### src/rtl/phase_seq_if.sv
// Control/status bundle of the phase sequencer: run controls in, phase and decodes out.
interface phase_seq_if #(
    parameter int NPH  = 8,
    parameter int DIVW = 2
);
    logic            en;
    logic [DIVW-1:0] div;
    logic            div_ld;
    logic            wait_req;
    logic [NPH-1:0]  phase;
    logic            ph_stb;
    logic            cyc_start;
    logic            addrsel;
    logic            latch;
    logic            cycsel;
    logic [7:0]      cyc_cnt;
    logic [DIVW-1:0] div_act;

    modport master (
        output en, div, div_ld, wait_req,
        input  phase, ph_stb, cyc_start, addrsel, latch, cycsel, cyc_cnt, div_act
    );

    modport slave (
        input  en, div, div_ld, wait_req,
        output phase, ph_stb, cyc_start, addrsel, latch, cycsel, cyc_cnt, div_act
    );
endinterface

### src/rtl/phase_seq.sv
// One-hot bus-cycle phase sequencer with prescaler, registered phase decodes and cycle counter.
// Optional wait_req cycle stretching is built when PHASE_SEQ_STRETCH_EN is defined.
module phase_seq #(
    parameter int NPH        = 8,
    parameter int DIVW       = 2,
    parameter int ADDRSEL_PH = 4,
    parameter int LATCH_PH   = 5,
    parameter int WAIT_PH    = 5
) (
    input  logic       clk,
    input  logic       res,
    phase_seq_if.slave bus
);

    // state   | meaning
    // IDLE    | parked in phase 0, prescaler cleared, waiting for en
    // RUN     | prescaler counting, phase advances on every tick
    // STRETCH | held in WAIT_PH while wait_req stays high
    typedef enum logic [1:0] {
        IDLE    = 2'd0,
        RUN     = 2'd1,
        STRETCH = 2'd2
    } state_t;

    localparam logic [NPH-1:0] PH0        = {{(NPH-1){1'b0}}, 1'b1};
    localparam logic [NPH-1:0] ADDR_MASK  = {NPH{1'b1}} << ADDRSEL_PH;
    localparam logic [NPH-1:0] CYC_MASK   = {NPH{1'b1}} << (NPH / 2);
    localparam logic [NPH-1:0] LATCH_MASK = PH0 << LATCH_PH;

    state_t          state;
    logic [NPH-1:0]  phase;
    logic [DIVW-1:0] pc;
    logic [DIVW-1:0] div_act;
    logic [DIVW-1:0] div_pend;
    logic            pend_vld;
    logic            ph_stb;
    logic            cyc_start;
    logic            addrsel;
    logic            latch;
    logic            cycsel;
    logic [7:0]      cyc_cnt;

    logic            tick;
    logic            wrap;
    logic            wait_live;
    logic            stretch_hit;
    logic [NPH-1:0]  phase_rot;

`ifdef PHASE_SEQ_STRETCH_EN
    assign wait_live = bus.wait_req;
`else
    logic unused_wait;
    assign unused_wait = bus.wait_req;
    assign wait_live   = 1'b0;
`endif

    assign tick        = (state == RUN) && (pc == div_act);
    assign wrap        = phase[NPH-1];
    assign phase_rot   = {phase[NPH-2:0], phase[NPH-1]};
    assign stretch_hit = tick && phase[WAIT_PH] && wait_live;

    always_ff @(posedge clk) begin
        if (res) begin
            state     <= IDLE;
            phase     <= PH0;
            pc        <= '0;
            ph_stb    <= 1'b0;
            cyc_start <= 1'b0;
            addrsel   <= |(PH0 & ADDR_MASK);
            latch     <= |(PH0 & LATCH_MASK);
            cycsel    <= |(PH0 & CYC_MASK);
            cyc_cnt   <= 8'd0;
            div_act   <= bus.div;
            div_pend  <= '0;
            pend_vld  <= 1'b0;
        end else begin
            ph_stb    <= 1'b0;
            cyc_start <= 1'b0;
            case (state)
                IDLE: begin
                    pc <= '0;
                    if (bus.div_ld) div_act <= bus.div;
                    if (bus.en) state <= RUN;
                end
                RUN: begin
                    if (bus.div_ld) begin
                        div_pend <= bus.div;
                        pend_vld <= 1'b1;
                    end
                    if (stretch_hit) begin
                        state <= STRETCH;
                        pc    <= '0;
                    end else if (tick) begin
                        pc      <= '0;
                        phase   <= phase_rot;
                        ph_stb  <= 1'b1;
                        addrsel <= |(phase_rot & ADDR_MASK);
                        latch   <= |(phase_rot & LATCH_MASK);
                        cycsel  <= |(phase_rot & CYC_MASK);
                        if (wrap) begin
                            cyc_start <= 1'b1;
                            cyc_cnt   <= cyc_cnt + 8'd1;
                            pend_vld  <= 1'b0;
                            // a div_ld on the wrap tick itself governs the cycle starting now
                            if (bus.div_ld)
                                div_act <= bus.div;
                            else if (pend_vld)
                                div_act <= div_pend;
                            if (!bus.en) state <= IDLE;
                        end
                    end else begin
                        pc <= pc + {{(DIVW-1){1'b0}}, 1'b1};
                    end
                end
                STRETCH: begin
                    if (bus.div_ld) begin
                        div_pend <= bus.div;
                        pend_vld <= 1'b1;
                    end
                    if (!wait_live) begin
                        state <= RUN;
                        pc    <= '0;
                    end
                end
                default: state <= IDLE;
            endcase
        end
    end

    assign bus.phase     = phase;
    assign bus.ph_stb    = ph_stb;
    assign bus.cyc_start = cyc_start;
    assign bus.addrsel   = addrsel;
    assign bus.latch     = latch;
    assign bus.cycsel    = cycsel;
    assign bus.cyc_cnt   = cyc_cnt;
    assign bus.div_act   = div_act;

endmodule

### src/flat_wrapper.sv
// flat-port wrapper written by rule: the top's interface ports become plain ports
module phase_seq_flat 
#(
    parameter int NPH        = 8,
    parameter int DIVW       = 2,
    parameter int ADDRSEL_PH = 4,
    parameter int LATCH_PH   = 5,
    parameter int WAIT_PH    = 5
)
  (clk, res, bus_en, bus_div, bus_div_ld, bus_wait_req, bus_phase, bus_ph_stb, bus_cyc_start, bus_addrsel, bus_latch, bus_cycsel, bus_cyc_cnt, bus_div_act);
  phase_seq_if #(.NPH(NPH), .DIVW(DIVW)) bus_i ();
  input  logic clk;
  input  logic res;
  input wire logic [$bits(bus_i.en)-1:0] bus_en;
  input wire logic [$bits(bus_i.div)-1:0] bus_div;
  input wire logic [$bits(bus_i.div_ld)-1:0] bus_div_ld;
  input wire logic [$bits(bus_i.wait_req)-1:0] bus_wait_req;
  output wire logic [$bits(bus_i.phase)-1:0] bus_phase;
  output wire logic [$bits(bus_i.ph_stb)-1:0] bus_ph_stb;
  output wire logic [$bits(bus_i.cyc_start)-1:0] bus_cyc_start;
  output wire logic [$bits(bus_i.addrsel)-1:0] bus_addrsel;
  output wire logic [$bits(bus_i.latch)-1:0] bus_latch;
  output wire logic [$bits(bus_i.cycsel)-1:0] bus_cycsel;
  output wire logic [$bits(bus_i.cyc_cnt)-1:0] bus_cyc_cnt;
  output wire logic [$bits(bus_i.div_act)-1:0] bus_div_act;
  assign bus_i.en = bus_en;
  assign bus_i.div = bus_div;
  assign bus_i.div_ld = bus_div_ld;
  assign bus_i.wait_req = bus_wait_req;
  assign bus_phase = bus_i.phase;
  assign bus_ph_stb = bus_i.ph_stb;
  assign bus_cyc_start = bus_i.cyc_start;
  assign bus_addrsel = bus_i.addrsel;
  assign bus_latch = bus_i.latch;
  assign bus_cycsel = bus_i.cycsel;
  assign bus_cyc_cnt = bus_i.cyc_cnt;
  assign bus_div_act = bus_i.div_act;
  phase_seq #(.NPH(NPH), .DIVW(DIVW), .ADDRSEL_PH(ADDRSEL_PH), .LATCH_PH(LATCH_PH), .WAIT_PH(WAIT_PH)) u_core (.clk(clk), .res(res), .bus(bus_i));
endmodule
### config.mk
export PLATFORM = sky130hd
export DESIGN_NAME = phase_seq_flat
export DESIGN_NICKNAME = d
export VERILOG_FILES = /design/src/rtl/phase_seq_if.sv /design/src/rtl/phase_seq.sv /design/src/flat_wrapper.sv
export SDC_FILE = /design/constraint.sdc
export NUM_CORES = 1
export LEC_CHECK = 0
export ABC_AREA = 1
export CORE_MARGIN = 2
export CORE_UTILIZATION = 50
export CTS_CLUSTER_DIAMETER = 60
export DETAILED_ROUTE_END_ITERATION = 10
export GPL_TIMING_DRIVEN = 0
export PLACE_DENSITY_LB_ADDON = 0.12
export SLEW_MARGIN = 20
export SYNTH_ARGS = -nofsm -noshare
export SYNTH_HDL_FRONTEND = slang
export SYNTH_SLANG_ARGS = --single-unit
### constraint.sdc
create_clock -name clk -period 2.9 [get_ports clk]
set_clock_uncertainty 0.15 [all_clocks]
set_input_delay 0.725 -clock clk [delete_from_list [all_inputs] [get_ports clk]]
set_output_delay 0.725 -clock clk [all_outputs]
set_load 0.01 [all_outputs]
==> results of run 1 <==
==> power by group <==
part	leakage [µW]	internal (µW)	switching, µW
logic	0.000426	58.6	62.8
registers	0.000224	397	17.4
clock network	0.0000150	53.8	107
==> cell usage after synthesis, drive strengths merged <==
library cell,instances
a21oi,11
a31oi,1
buf,4
clkbuf,1
dfxtp,25
edfxtp,2
ha,1
inv,22
mux2,2
nand2,44
nand3,7
nand3b,1
nand4,2
nor2,23
nor3,2
o211ai,1
o21ai,14
xor2,1
==> placed cells by master, fill, tap and decap left out, types with 3 or more instances in the layout <==
cell	netlist	final
inv_1	20	20
dfxtp_1	25	25
a21oi_1	11	11
nor2_1	20	20
o21ai_0	14	14
clkdlybuf4s50_1	0	27
clkbuf_4	0	3
nand2_2	3	3
nand2_1	41	41
nand3_1	5	5
==> tightest hold or removal path: stages (launching register included) <==
cell and delay (ps):
dfxtp_1 330, inv_1 60, a21oi_1 50
==> registers in the layout, summed over array words and instances, names as in the netlist, 2 cells and up <==
signal	cells
u_core.bus.div_act	2
u_core.div_pend	2
u_core.pc	2
u_core.bus.cyc_cnt	8
u_core.bus.phase	8
==> layout make-up <==
class | count | area (µm²) | area share
buffer | 5 | 36.3 | 0.0234
tap | 28 | 35.0 | 0.0226
multi-input combinational | 110 | 542 | 0.349
inverter | 22 | 82.6 | 0.0532
timing repair buffer | 27 | 270 | 0.174
clock buffer | 4 | 26.3 | 0.0169
sequential | 27 | 561 | 0.361
==> worst max-delay path by stage <==
stage	to	slack (ps)	cells past startpoint
2_1_floorplan	u_core.bus.div_act[0]$_DFFE_PP_	1040	4
3_3_place_gp	u_core.bus.div_act[0]$_DFFE_PP_	810	4
3_5_place_dp	u_core.bus.div_act[0]$_DFFE_PP_	790	5
4_1_cts	bus_phase[7]	610	1
5_1_grt	bus_phase[7]	540	1
6_report	bus_phase[7]	600	1
==> routing by layer <==
| metal | track usage | wire, µm | up-vias |
|---|---|---|---|
| met2 | 0.368 | 1320 | 25 |
| met1 | 0.254 | 1230 | 525 |
| met3 | 0.0282 | 74 | 2 |
| met4 | 0.0897 | 14 | 0 |
| li1 | - | - | 583 |
| met5 | 0 | 0 | - |
==> cells by family (layout without fill, tap and decap cells) <==
family | Yosys count | count (layout) | synth area share
AOI/OAI and AO/OA | 27 | 27 | 0.114
xor gates and xnor gates | 1 | 1 | 0.00717
muxes | 2 | 2 | 0.0184
adders and majority gates | 1 | 1 | 0.0102
and+or+nand+nor | 79 | 79 | 0.294
DFF | 27 | 27 | 0.459
buffers and inverters | 27 | 58 | 0.0973
==> stage by stage <==
stage | hold slack, ps | area (µm²) | total power, µW
2_1_floorplan | 279 | 1220 | 490
3_3_place_gp | 291 | 1530 | 539
3_5_place_dp | 293 | 1530 | 545
4_1_cts | 312 | 1550 | 701
5_1_grt | 353 | 1550 | 729
6_report | 313 | 1550 | 697
==> metrics.csv, run 1 <==
stage;metric;value;unit
worst_setup_path;max_stage_delay;600;ps
route;via_per_inst;5.09;
timing;final_hold_viol_count;0;
timing;setup_slack;604;ps
synth;syn_area;1220;µm²
worst_setup_path;crit_arrival;1420;ps
worst_setup_path;reg2regPathDepth;6;
placed_design;dp_cells;219;
synth;synth_seq_cells;27;
die;dieHeight;53.4;µm
timing;worstMarginPinSlew;389;ps
synth;yosysTopAreaCell;dfxtp_1;
worst_setup_path;rrSetupSlack;1230;ps
timing;period_needed;2300;ps
die;core-area;2250;µm²
synth;yosys.cell_types.count;26;
worst_setup_path;cp_slowest_cell;clkdlybuf4s50_1;
global_routing;grt_max_degree;15;
die;dieArea;2850;µm²
global_routing;grt_usage;0.211;
timing;maxSlewHeadroom;0.738;
cells_and_area;fillers;211;
timing;setup_violations;0;
flow_run;maxCapViolCount;0;
clock_tree;numCtsBuffers;3;
die;ios;30;
route;first_pass_iters;4;
cells_and_area;fin_cells;223;
clock_tree;post_cts_buffers;0;
timing;finalMaxSlewViolations;0;
min_path;hp-class;flip-flop to flip-flop;
synth;yosys_warnings;0;
worst_setup_path;crit_fanout;6;
worst_setup_path;reg2reg_to;u_core.bus.div_act[1]$_DFFE_PP_;
route;finalWirelength;2640;µm
global_routing;antenna_found_initial;0;
global_routing;gr-total-overflow;0;
placed_design;globalplace.congestion;0.802;
global_routing;grt_pass1_wl;4420;µm
worst_setup_path;crit_start;u_core.bus.phase[7]$_SDFFE_PP0P_;
power_and_ir_drop;leakage;0.000665;µW
cells_and_area;areaGrowthSynthToFinish;27.2;%
timing;period_share;0.792;
route;drc;0;
worst_setup_path;path_delay_family;buffers and inverters;
clock_tree;clockBufferDepth;2;
route;vias;1135;
min_path;min_from;u_core.pend_vld$_SDFFE_PP0P_;
min_path;worstHoldEndpoint;u_core.pend_vld$_SDFFE_PP0P_;
route;drt-initial-drc-count;16;
worst_setup_path;crit_path_end_kind;output port;
worst_setup_path;path_buf_inv;1;
synth;syn_area_per_cell;7.45;µm²
timing;fmax;436;MHz
power_and_ir_drop;power_per_cell_area;449;nW/µm²
min_path;whs_path_depth;2;
clock_tree;cts.sinks;27;
placed_design;dp_hpwl;2020;µm
timing;rsz0062_at_grt;no;
route;avgRoutedWirePerCell;11.8;µm
status;status;complete, no violations;
clock_tree;cts_tree;yes;
route;antenna_left;0;
worst_setup_path;cp-start-kind;flip-flop;
synth;synth_seq_area_share;0.459;
worst_setup_path;r2r-start;u_core.bus.div_act[0]$_DFFE_PP_;
cells_and_area;fin_nets;204;
clock_tree;hold_buffers;0;
synth;synth_top_area_frac;0.410;
placed_design;io_buffers;27;
synth;syn_nets;172;
die;rows;17;
power_and_ir_drop;ir_drop;0.349;mV
placed_design;dpl_worst_slack;788;ps
die;die_w;53.4;µm
cells_and_area;diodes;0;
clock_tree;cts_root_buf;clkbuf_4;
clock_tree;worst_setup_hold_path_clk_slew;140;ps
worst_setup_path;required;2030;ps
clock_tree;cts_resized;0;
global_routing;grt_pass1_vias;1066;
synth;synthCells;164;
clock_tree;cts_max_level;1;
worst_setup_path;crit_type;flip-flop to output port;
clock_tree;clock_latency;320;ps
cells_and_area;drive_above_1_share;0.103;
timing;fin_setup_tns;0;ps
worst_setup_path;critical_path.cell_chain;clkdlybuf4s50_1;
die;initial_core_util;0.542;
synth;synth_area_leaders;dfxtp_1 (41%), nand2_1 (13%), inv_1 (6.1%);
cells_and_area;post-route-util;0.689;
Power figures use the tool's default switching activity.
==> run 2, diff against run 1 <==
--- a/config.mk
+++ b/config.mk
@@ -7,7 +7,7 @@
 export LEC_CHECK = 0
 export ABC_AREA = 1
 export CORE_MARGIN = 2
-export CORE_UTILIZATION = 50
+export CORE_UTILIZATION = 48
 export CTS_CLUSTER_DIAMETER = 60
 export DETAILED_ROUTE_END_ITERATION = 10
 export GPL_TIMING_DRIVEN = 0
==> constraint.sdc (replaced) <==
create_clock -name clk -period 2.3 [get_ports clk]
set_clock_uncertainty 0.15 [all_clocks]
set_input_delay 0.575 -clock clk [delete_from_list [all_inputs] [get_ports clk]]
set_output_delay 0.575 -clock clk [all_outputs]
set_load 0.01 [all_outputs]
==> metrics.csv, run 2 (same netlist as run 1, synthesis figures left out) <==
stage;metric;value;unit;change
status;status;complete, no violations;;
worst_setup_path;critical_path.cell_chain;clkdlybuf4s50_1;;
worst_setup_path;path_depth;1;;unchanged
worst_setup_path;path_delay_family;buffers and inverters;;
global_routing;antenna_found_initial;0;;unchanged
worst_setup_path;crit_start;u_core.bus.phase[7]$_SDFFE_PP0P_;;
timing;final_hold_viol_count;0;;unchanged
worst_setup_path;crit_type;flip-flop to output port;;
cells_and_area;drive_above_1_share;0.103;;unchanged
cells_and_area;seq_area;561;µm²;unchanged
min_path;hp-class;flip-flop to flip-flop;;
timing;period_needed;2160;ps;
route;antenna_left;0;;unchanged
clock_tree;cts.sinks;27;;unchanged
clock_tree;cts_tree;yes;;
timing;finalMaxSlewViolations;0;;unchanged
die;core-area;2450;µm²;+8.9%
route;avgRoutedWirePerCell;11.1;µm;-5.7%
cells_and_area;final_common_cell;nand2_1;;
worst_setup_path;crit_arrival;1440;ps;+20 ps
placed_design;io_buffers;27;;unchanged
die;initial_core_util;0.497;;-0.0442
clock_tree;worst_setup_hold_path_clk_slew;140;ps;about the same
min_path;worstHoldEndpoint;u_core.pend_vld$_SDFFE_PP0P_;;
clock_tree;clockBufferDepth;2;;unchanged
die;dieHeight;54.4;µm;+1.9%
clock_tree;cts_root_buf;clkbuf_4;;
timing;fin_setup_tns;0;ps;unchanged
timing;setup_violations;0;;unchanged
cells_and_area;fin_nets;204;;unchanged
die;rows;18;;+1
power_and_ir_drop;power_per_cell_area;569;nW/µm²;+27%
timing;fmax;463;MHz;
worst_setup_path;crit_path_end_kind;output port;;
clock_tree;cts_resized;0;;unchanged
clock_tree;post_cts_buffers;0;;unchanged
worst_setup_path;max_stage_delay;600;ps;about the same
cells_and_area;fillers;238;;+13%
worst_setup_path;required;1570;ps;-460 ps
global_routing;grt_usage;0.188;;-0.0226
route;via_per_inst;5.00;;-1.7%
worst_setup_path;reg2reg_to;u_core.bus.div_act[1]$_DFFE_PP_;;
cells_and_area;final_cell_mix;nand2_1 (41), clkdlybuf4s50_1 (27), dfxtp_1 (25), inv_1 (20), nor2_1 (20);;
timing;rsz0062_at_grt;no;;
worst_setup_path;path_buf_inv;1;;unchanged
worst_setup_path;cp_slowest_cell;clkdlybuf4s50_1;;
worst_setup_path;rrSetupSlack;640;ps;-590 ps
power_and_ir_drop;leakage;0.000665;µW;unchanged
min_path;whs_path_depth;2;;unchanged
global_routing;gr-total-overflow;0;;unchanged
clock_tree;numCtsBuffers;3;;unchanged
route;drt-initial-drc-count;14;;-2
clock_tree;clock_latency;320;ps;about the same
clock_tree;cts_max_level;1;;unchanged
die;dieArea;2960;µm²;+3.9%
route;finalWirelength;2510;µm;-4.8%
cells_and_area;largestRegisters;u_core.bus.cyc_cnt x8, u_core.bus.phase x8;;
worst_setup_path;r2r-start;u_core.bus.div_act[0]$_DFFE_PP_;;
die;die_w;54.4;µm;+1.9%
die;ios;30;;unchanged
route;drc;0;;unchanged
timing;worstMarginPinSlew;356;ps;-33.2 ps
global_routing;grt_pass1_wl;4080;µm;-7.7%
cells_and_area;areaGrowthSynthToFinish;27.4;%;
power_and_ir_drop;ir_drop;0.541;mV;+55%
timing;maxSlewHeadroom;0.761;;+0.0223
cells_and_area;multi_input_area;542;µm²;unchanged
route;first_pass_iters;4;;unchanged
route;vias;1126;;-0.79%
worst_setup_path;crit_fanout;6;;unchanged
placed_design;dp_hpwl;1860;µm;-7.7%
timing;hold_slack;317;ps;+4.41 ps
worst_setup_path;reg2regPathDepth;6;;unchanged
cells_and_area;diodes;0;;unchanged
worst_setup_path;cp-start-kind;flip-flop;;
clock_tree;hold_buffers;0;;unchanged
placed_design;globalplace.congestion;0.785;;-2.0%
flow_run;maxCapViolCount;0;;unchanged
global_routing;grt_pass1_vias;996;;-6.6%
global_routing;grt_max_degree;15;;unchanged
timing;period_share;0.939;;
min_path;min_from;u_core.pend_vld$_SDFFE_PP0P_;;
-- run 2: cell counts in the layout (fill, tap and decap cells not counted) --
No cell type changed its count.
-- run 2: how the worst max path moves through the flow --
stage / end / slack (ps)
floorplan: u_core.bus.div_act[0]$_DFFE_PP_ / 590
global placement: u_core.bus.div_act[1]$_DFFE_PP_ / 360
detailed placement: u_core.bus.div_act[1]$_DFFE_PP_ / 340
CTS: bus_phase[7] / 150
global route: bus_phase[7] / 120
finish: bus_phase[7] / 140
-- run 2: cell type report --
class,instances,share of cell area
inverter,22,0.0531
tap,30,0.0241
clock buffer,4,0.0169
timing repair buffer,27,0.174
sequential,27,0.360
multi-input combinational,110,0.348
buffer,5,0.0233
-- run 2: through the flow --
step	area, µm²	worst slack (ps)	power [µW]	std cells	util
global placement	1530	357	681	221	0.623
floorplan	1220	595	617	164	-
global route	1560	118	917	225	0.634
detailed placement	1530	338	685	221	0.623
CTS	1560	147	888	225	0.634
finish	1560	139	885	225	0.634
-- run 2: power breakdown --
part	total (µW)	internal (µW)	switching [µW]
Combinational	152	73.8	77.9
Sequential	523	501	22.1
Clock	210	67.9	142
-- run 2: per-layer routing --
| metal | up-vias | GRT usage | wire length, µm |
|---|---|---|---|
| met5 | - | 0 | 0 |
| met1 | 521 | 0.246 | 1200 |
| met4 | 0 | 0.0833 | 36 |
| met3 | 4 | 0.0383 | 100 |
| li1 | 581 | - | - |
| met2 | 20 | 0.297 | 1170 |
==> run 3, diff against run 2 <==
--- a/config.mk
+++ b/config.mk
@@ -6,7 +6,8 @@
 export NUM_CORES = 1
 export LEC_CHECK = 0
 export ABC_AREA = 1
-export CORE_MARGIN = 2
+export ABC_CLOCK_PERIOD_IN_PS = 2300
+export CORE_MARGIN = 5
 export CORE_UTILIZATION = 48
 export CTS_CLUSTER_DIAMETER = 60
 export DETAILED_ROUTE_END_ITERATION = 10
==> metrics.csv, run 3 (same netlist as run 1, synthesis figures left out) <==
stage;metric;value;unit;change
status;status;complete, no violations;;
timing;fmax;461;MHz;-0.46%
clock_tree;cts_max_level;1;;unchanged
die;dieHeight;60.4;µm;+11%
worst_setup_path;crit_fanout;6;;unchanged
placed_design;dp_cells;221;;unchanged
die;die_w;60.4;µm;+11%
timing;fin_setup_tns;0;ps;unchanged
global_routing;grt_max_degree;15;;unchanged
worst_setup_path;required;1570;ps;about the same
global_routing;grt_pass1_wl;4440;µm;+9.0%
worst_setup_path;max_stage_delay;600;ps;about the same
worst_setup_path;crit_type;flip-flop to output port;;
clock_tree;numCtsBuffers;3;;unchanged
die;core-area;2450;µm²;unchanged
power_and_ir_drop;power_per_cell_area;572;nW/µm²;+0.57%
placed_design;io_buffers;27;;unchanged
clock_tree;hold_buffers;0;;unchanged
clock_tree;cts_tree;yes;;
clock_tree;cts_resized;0;;unchanged
cells_and_area;diodes;0;;unchanged
timing;worstMarginPinSlew;365;ps;+9.05 ps
worst_setup_path;critical_path.cell_chain;clkdlybuf4s50_1;;
flow_run;maxCapViolCount;0;;unchanged
timing;setup_violations;0;;unchanged
global_routing;grt_usage;0.160;;-0.0278
cells_and_area;largestRegisters;u_core.bus.cyc_cnt x8, u_core.bus.phase x8;;
route;drc;0;;unchanged
die;ios;30;;unchanged
timing;period_share;0.944;;+0.00431
worst_setup_path;path_depth;1;;unchanged
worst_setup_path;rrSetupSlack;610;ps;-30 ps
min_path;hp-class;flip-flop to flip-flop;;
worst_setup_path;cp-start-kind;flip-flop;;
clock_tree;clockBufferDepth;2;;unchanged
cells_and_area;drive_above_1_share;0.103;;unchanged
worst_setup_path;path_delay_family;buffers and inverters;;
cells_and_area;post-route-util;0.634;;unchanged
worst_setup_path;reg2regPathDepth;5;;-1
timing;maxSlewHeadroom;0.755;;-0.00608
global_routing;antenna_found_initial;0;;unchanged
worst_setup_path;crit_arrival;1450;ps;about the same
clock_tree;cts.sinks;27;;unchanged
route;finalWirelength;2650;µm;+5.6%
placed_design;globalplace.congestion;0.733;;-6.7%
clock_tree;cts_root_buf;clkbuf_4;;
power_and_ir_drop;ir_drop;0.455;mV;-16%
worst_setup_path;crit_start;u_core.bus.phase[7]$_SDFFE_PP0P_;;
cells_and_area;areaGrowthSynthToFinish;27.4;%;unchanged
clock_tree;worst_setup_hold_path_clk_slew;150;ps;about the same
cells_and_area;fin_cells;225;;unchanged
timing;final_hold_viol_count;0;;unchanged
route;avgRoutedWirePerCell;11.8;µm;+5.6%
route;via_per_inst;5.00;;unchanged
route;antenna_left;0;;unchanged
placed_design;dp_hpwl;2050;µm;+10%
worst_setup_path;path_buf_inv;1;;unchanged
min_path;min_from;u_core.bus.phase[0]$_SDFFE_PP1P_;;
route;drt-initial-drc-count;18;;+4
cells_and_area;final_cell_mix;nand2_1 (41), clkdlybuf4s50_1 (27), dfxtp_1 (25), inv_1 (20), nor2_1 (20);;
worst_setup_path;cp_slowest_cell;clkdlybuf4s50_1;;
route;first_pass_iters;4;;unchanged
cells_and_area;fin_nets;204;;unchanged
die;rows;18;;unchanged
global_routing;gr-total-overflow;0;;unchanged
power_and_ir_drop;leakage;0.000665;µW;unchanged
min_path;whs_path_depth;2;;unchanged
clock_tree;post_cts_buffers;0;;unchanged
clock_tree;clock_latency;340;ps;+20 ps
die;initial_core_util;0.497;;unchanged
cells_and_area;final_common_cell;nand2_1;;
worst_setup_path;crit_path_end_kind;output port;;
worst_setup_path;r2r-start;u_core.bus.div_act[1]$_DFFE_PP_;;
die;dieArea;3650;µm²;+23%
timing;finalMaxSlewViolations;0;;unchanged
timing;rsz0062_at_grt;no;;
global_routing;grt_pass1_vias;1065;;+6.9%
timing;period_needed;2170;ps;+9.92 ps
route;vias;1126;;unchanged
-- run 3: cell type report --
class | count | area (µm²)
fillers | 237 | 900
plain buffers | 5 | 36.3
multi-input cells | 110 | 542
repair buffers | 27 | 270
flip-flops and latches | 27 | 561
well taps | 30 | 37.5
clock buffers | 4 | 26.3
inverters | 22 | 82.6
-- run 3: worst paths after layout --
kind | end
worst max-delay path | bus_phase[7]
worst min-delay path | u_core.bus.phase[1]$_SDFFE_PP0P_
worst max register to register | u_core.bus.div_act[0]$_DFFE_PP_
worst min register to register | u_core.bus.phase[1]$_SDFFE_PP0P_
-- run 3: through the flow --
stage / area [µm²] / total power, µW / setup WS [ps] / hold slack (ps)
after global placement: 1530 / 682 / 357 / 289
final: 1560 / 890 / 129 / 334
after global routing: 1560 / 929 / 61.9 / 369
after detailed placement: 1530 / 689 / 324 / 314
after floorplan: 1220 / 617 / 595 / 279
after CTS: 1560 / 893 / 120 / 335
-- run 3: power breakdown --
part / total, µW / switching (µW) / internal (µW) / leakage [µW]
combinational: 152 / 78.4 / 73.8 / 0.000426
sequential: 524 / 23.1 / 501 / 0.000224
clock: 214 / 146 / 68.3 / 0.0000150
-- run 3: layer usage --
metal / wire (µm) / GRT usage
met3: 110 / 0.0298
met2: 1340 / 0.293
met4: 51 / 0.0650
met5: 0 / 0
met1: 1150 / 0.182
